==> src/rtl/fir_tap_arbiter.sv <==
// fir_tap_arbiter
// Arbitrates the single-port tap coefficient BRAM between the configuration
// requester (cfg) and the FIR compute engine (eng). It range-checks cfg
// accesses, optionally protects the taps while the FIR runs, and steers the
// one-cycle-late RAM read data back to whichever requester issued the read.
//
// Build option: define FIR_TAP_PROTECT_EN for the protected build. In that build,
// while ap_idle is low, cfg reads return all-ones and cfg writes are dropped
// without touching the RAM. Otherwise the shared build applies: the engine has
// priority, and a starvation counter forces a cfg grant after pSTARVE waits.
//
// Ports:
//   axis_clk, axis_rst_n     clock, asynchronous active-low reset
//   ap_idle                  FIR engine idle (not running)
//   cfg_req/we/addr/wdata    configuration request (held until cfg_gnt)
//   cfg_gnt                  combinational accept, access completes this cycle
//   cfg_rvalid/rdata         read response, one cycle after the grant
//   eng_req/addr             engine tap read request (held until eng_gnt)
//   eng_gnt                  combinational accept
//   eng_rvalid/rdata         read response, one cycle after the grant
//   tap_WE/EN/Di/A           BRAM control, address and write data
//   tap_Do                   BRAM read data, registered inside the RAM
module fir_tap_arbiter #(
  parameter int unsigned pADDR_WIDTH = 12,
  parameter int unsigned pDATA_WIDTH = 32,
  parameter int unsigned pTAP_NUM    = 32,
  parameter int unsigned pSTARVE     = 8
) (
  input  logic                   axis_clk,
  input  logic                   axis_rst_n,
  input  logic                   ap_idle,
  input  logic                   cfg_req,
  input  logic                   cfg_we,
  input  logic [pADDR_WIDTH-1:0] cfg_addr,
  input  logic [pDATA_WIDTH-1:0] cfg_wdata,
  output logic                   cfg_gnt,
  output logic                   cfg_rvalid,
  output logic [pDATA_WIDTH-1:0] cfg_rdata,
  input  logic                   eng_req,
  input  logic [pADDR_WIDTH-1:0] eng_addr,
  output logic                   eng_gnt,
  output logic                   eng_rvalid,
  output logic [pDATA_WIDTH-1:0] eng_rdata,
  output logic [3:0]             tap_WE,
  output logic                   tap_EN,
  output logic [pDATA_WIDTH-1:0] tap_Di,
  output logic [pADDR_WIDTH-1:0] tap_A,
  input  logic [pDATA_WIDTH-1:0] tap_Do
);

  typedef enum logic [1:0] {OwnNone, OwnCfg, OwnEng} owner_e;
  typedef enum logic [1:0] {FrcNone, FrcOnes, FrcZero} force_e;

  localparam int unsigned AddrW1 = pADDR_WIDTH + 1;
  localparam logic [pADDR_WIDTH:0] TapLimit = AddrW1'(4 * pTAP_NUM);
  localparam logic [pADDR_WIDTH-1:0] AddrMask = ~(pADDR_WIDTH'(3));

  owner_e rd_owner_q, rd_owner_d;
  force_e rd_force_q, rd_force_d;

  logic cfg_in_range;
  logic cfg_busy;      // cfg access must be answered without touching the RAM
  logic cfg_gnt_w;
  logic eng_gnt_w;
  logic ram_cfg;
  logic ram_eng;

  assign cfg_in_range = ({1'b0, cfg_addr} < TapLimit);

`ifdef FIR_TAP_PROTECT_EN
  // Engine owns the RAM while running; cfg is answered locally, so both can be
  // granted together. When idle, cfg takes the RAM and the engine waits.
  localparam int unsigned UnusedStarve = pSTARVE;

  always_comb begin
    cfg_busy  = !ap_idle;
    cfg_gnt_w = axis_rst_n && cfg_req;
    eng_gnt_w = axis_rst_n && eng_req && !(ap_idle && cfg_req);
  end
`else
  // Engine priority with a starvation escape for cfg.
  localparam int unsigned StW = (pSTARVE < 2) ? 1 : $clog2(pSTARVE + 1);

  logic [StW-1:0] starve_q, starve_d;
  logic           starve_hit;
  logic           unused_idle;

  assign unused_idle = ap_idle;

  always_comb begin
    cfg_busy   = 1'b0;
    starve_hit = cfg_req && (starve_q == StW'(pSTARVE));
    cfg_gnt_w  = axis_rst_n && cfg_req && (!eng_req || starve_hit);
    eng_gnt_w  = axis_rst_n && eng_req && !starve_hit;
    starve_d   = (cfg_req && !cfg_gnt_w) ? starve_q + StW'(1) : '0;
  end

  always_ff @(posedge axis_clk or negedge axis_rst_n) begin
    if (!axis_rst_n) begin
      starve_q <= '0;
    end else begin
      starve_q <= starve_d;
    end
  end
`endif

  // RAM port drive and response bookkeeping. cfg and eng RAM accesses are
  // mutually exclusive by construction of the grants above.
  always_comb begin
    ram_cfg    = cfg_gnt_w && cfg_in_range && !cfg_busy;
    ram_eng    = eng_gnt_w;
    tap_EN     = ram_cfg || ram_eng;
    tap_WE     = 4'h0;
    tap_Di     = '0;
    tap_A      = '0;
    rd_owner_d = OwnNone;
    rd_force_d = FrcNone;

    if (ram_cfg) begin
      tap_A = cfg_addr & AddrMask;
      if (cfg_we) begin
        tap_WE = 4'hF;
        tap_Di = cfg_wdata;
      end else begin
        rd_owner_d = OwnCfg;
      end
    end else if (ram_eng) begin
      tap_A      = eng_addr & AddrMask;
      rd_owner_d = OwnEng;
    end

    // A cfg read answered without the RAM returns a constant next cycle.
    if (cfg_gnt_w && !cfg_we && !ram_cfg) begin
      rd_force_d = cfg_busy ? FrcOnes : FrcZero;
    end
  end

  always_ff @(posedge axis_clk or negedge axis_rst_n) begin
    if (!axis_rst_n) begin
      rd_owner_q <= OwnNone;
      rd_force_q <= FrcNone;
    end else begin
      rd_owner_q <= rd_owner_d;
      rd_force_q <= rd_force_d;
    end
  end

  always_comb begin
    cfg_gnt    = cfg_gnt_w;
    eng_gnt    = eng_gnt_w;
    cfg_rvalid = (rd_owner_q == OwnCfg) || (rd_force_q != FrcNone);
    eng_rvalid = (rd_owner_q == OwnEng);
    eng_rdata  = eng_rvalid ? tap_Do : '0;
    unique case (rd_force_q)
      FrcOnes: cfg_rdata = '1;
      FrcZero: cfg_rdata = '0;
      default: cfg_rdata = (rd_owner_q == OwnCfg) ? tap_Do : '0;
    endcase
  end

endmodule

==> config.mk <==
export PLATFORM = sky130hd
export DESIGN_NAME = fir_tap_arbiter
export DESIGN_NICKNAME = d
export VERILOG_FILES = /design/src/rtl/fir_tap_arbiter.sv
export SDC_FILE = /design/constraint.sdc
export NUM_CORES = 1
export LEC_CHECK = 0
export BUFFER_PORTS_ARGS = -buffer_cell sky130_fd_sc_hd__buf_2
export CORE_MARGIN = 8
export CORE_UTILIZATION = 24
export CTS_CLUSTER_SIZE = 12
export DETAILED_ROUTE_END_ITERATION = 8
export GPL_TIMING_DRIVEN = 0
export PLACE_DENSITY = 0.77
export SLEW_MARGIN = 20
export SYNTH_ARGS = -nofsm -noshare
export SYNTH_HDL_FRONTEND = slang
export SYNTH_SLANG_ARGS = --single-unit
==> constraint.sdc <==
create_clock -name axis_clk -period 1.7 [get_ports axis_clk]
set_input_delay 0.17 -clock axis_clk [delete_from_list [all_inputs] [get_ports axis_clk]]
set_output_delay 0.17 -clock axis_clk [all_outputs]
set_load 0.02 [all_outputs]
==> metrics.md <==
| Metric | Value |
|---|---|
| Outcome | complete, but fails checks |
| Failing checks | negative setup slack |
| Met1 Wirelength | 2410 µm |
| Slowest stage cell, crit path | dfrtp_1 |
| Pwr/cell area | 286 mW/mm² |
| Number of global-route vias before repair | 1,975 |
| Iteration-0 DRC Markers | 40 |
| Final period util | 1.18 |
| Library cells used by synthesis | 27 |
| Max VDD drop | 0.216 mV |
| Diodes inserted | 0 |
| Filler Cells Inserted | 421 |
| Fraction of layout cells with a size suffix above 1 | 0.671 |
| Sequential area share after synthesis | 0.149 |
| Post-route cell area | 0.00265 mm² |
| Port bufs | 203 |
| Area added between synthesis and finish | 125% |
| Yosys top cell area share | 0.372 |
| GRT Overall Usage | 0.171 |
| Setup TNS | -11.68 ns |
| # DRC | 0 |
| Die Ht | 86.0 µm |
| Post-detail-place hpwl | 6190 µm |
| CP startpoint kind | register |
| CTS Root Cell | clkbuf_8 |
| Worst-Skew Late Latency | 0.22 ns |
| Synth Cell Area | 0.00118 mm² |
| CP Data Required Time | 1.53 ns |
| Maximum Capacitance Violations | 0 |
| Max FO, Critical Path | 10 |
| Avg Vias per Cell | 4.27 |
| # setup viols final | 48 |
| Worst Path Arrival | 1.83 ns |
| Starting density of the core | 0.249 |
| Hold crit path type | in2reg |
| Maximum clock frequency | 499 MHz |
| Setup CP Type | reg2out |
| Clock transition at path regs | 0.04 ns |
| Die area | 0.00740 mm² |
| Placed Area | 0.00228 mm² |
| Met3 routed WL | 893 µm |
| CTS sink count | 7 |
| Die width | 86.0 µm |
| Total Routed Length | 7150 µm |
| Row Count | 25 |
| Cell count after synthesis | 164 |
| Crit path cell chain | inv_2 -> ha_4 -> and3b_4 -> o2111a_2 -> buf_6 -> a22o_2 -> buf_2 |
| Unrepaired setup endpoints after global routing | true |
| Syn_area_per_cell | 7.17 µm² |
| Final hold vios | 0 |
| Pin count of the biggest net entering global routing | 11 |
| DR pass1 iterations | 4 |
| FF+latch count, synth | 7 |
| Worst Clk Skew | 0.00406 ns |
| Gr ovfl total | 0 |
| Setup WS post-layout | -0.304 ns |
| Slew Limit Fails | 0 |
| Top Metal Used | met4 |
| Synth warn | 0 |
| Core Area | 0.00472 mm² |
| Synth area leader | and2_1 |
| Met2 Wirelength | 3780 µm |
| Max Root-Sink Buffers | 2 |
| Tmin final | 2.00 ns |
| Final ANT Viol Nets | 0 |
| Crit. End Element | primary output |
| Global-route wire length before repair | 10,300 µm |
| CTS tree | done |
| Leakage power | 0.00178 µW |
| Layout Nets | 477 |
| DR WL/cell | 16.0 µm |
| Routability cong. | 0.775 |
| CTS buffer count | 3 |
| # IOs | 211 |
| Vias | 1,907 |
| H-tree Lvls | 1 |
| Initial antenna violation count | 0 |
| Synth top area cells | and2_1 37%, and3_1 17%, dfrtp_1 15%, a22o_2 4.3%, buf_4 3.2% |
| Peak per-stage delay on the critical path | 0.37 ns |
## power by group
part | leakage (µW) | internal, µW | switching [µW] | total (µW)
Combinational | 0.00166 | 176 | 178 | 353
Clock | 0.0000228 | 162 | 66.3 | 228
Sequential | 0.0000947 | 174 | 4.53 | 178
Total | 0.00178 | 511 | 249 | 759
## routing by layer
layer,GRT usage,up-vias
li1,-,959
met1,0.157,814
met2,0.345,130
met3,0.0602,4
met4,0.0318,0
met5,0,-
## worst paths after layout
kind,endpoint,slack [ns],cells after the start,startpoint
setup / recovery,tap_A[2],-0.30,7,starve_q[1]
setup reg to reg,rd_force_q[1],0.22,6,starve_q[1]
hold reg to reg,starve_q[2],0.66,2,starve_q[2]
hold / removal,rd_force_q[1],0.24,3,cfg_addr[10]
max in group asynchronous,rd_owner_q[0],1.03,2,axis_rst_n
min in group asynchronous,starve_q[2],0.44,2,axis_rst_n
## synthesized netlist by cell type
library cell  number
nor4_2             1
and3b_4            1
a2111oi_0          1
buf_6              1
nand2b_1           2
and3_2             4
dfrtp_1            7
xor2_1             1
or2_1              1
xnor2_1            1
nor2_1             2
buf_2              1
o21ai_0            1
nand2_1            1
clkbuf_2           3
buf_4              5
and3_1            32
o2111a_2           1
a21oi_1            2
nor2b_1            3
and2_1            70
clkbuf_1           9
nand3_1            1
ha_1               2
conb_1             1
inv_1              5
a22o_2             5
## per-stage QoR
stage / hold WS (ns) / setup slack, ns / utilization / power, µW / cells
floorplan: -0.126 / 0.0115 / - / 315 / 165
global placement: 0.0236 / -0.186 / 0.483 / 479 / 435
detailed placement: 0.0252 / -0.213 / 0.483 / 484 / 435
CTS: 0.229 / -0.338 / 0.546 / 747 / 444
global route: 0.257 / -0.373 / 0.561 / 805 / 447
finish: 0.237 / -0.304 / 0.561 / 759 / 447
## flip-flops by register name, indices dropped and copies added, names as in the netlist
signal      flops
rd_force_q      1
rd_owner_q      2
starve_q        4
## critical path, delay by kind of cell, from the launching register on
kind                       cells  cell delay, ns
AOI/OAI and AO/OA              2            0.55
DFF                            1            0.37
buffers and inverters          3            0.37
and+or+nand+nor                1            0.18
adders and majority gates      1            0.15
## cells by family (layout without fill, tap and decap cells)
group	Yosys count	after routing	share of synthesized area
buf+inv	24	239	0.103
fa+ha+maj	2	2	0.0213
simple gates	118	118	0.635
compound gates	10	10	0.0734
xor+xnor	2	2	0.0149
flops	7	7	0.149
other cells	1	2	0.00319
## layout by cell type (no fill, tap or decap), drive strengths merged
cell,count
and2,70
and3b,1
nand2,1
dlygate4sd3,1
nor2b,3
a21oi,2
a22o,5
buf,216
o2111a,1
and3,36
a2111oi,1
nand2b,2
or2,1
o21ai,1
nor4,1
clkbuf,17
ha,2
nor2,2
xnor2,1
dfrtp,7
nand3,1
conb,2
xor2,1
inv,5
## area by class of cell
class,count,area (µm²),share of cell area
multi-input cells,134,961,0.362
clock buffers,4,45.0,0.0170
flip-flops and latches,7,175,0.0661
plain buffers,19,144,0.0543
well taps,67,83.8,0.0316
inverters,5,18.8,0.00708
repair buffers,211,1220,0.462
## repair_timing
item                       in CTS  in global routing
hold buffers                    1                  0
setup endpoints to repair      88                105
pin swaps                       3                  2
hold endpoints to repair        7                  0
gates resized for setup        67                 22
gates cloned                    2                  0
buffers inserted                2                  3
Note: power is estimated with default switching activity, not from simulation.
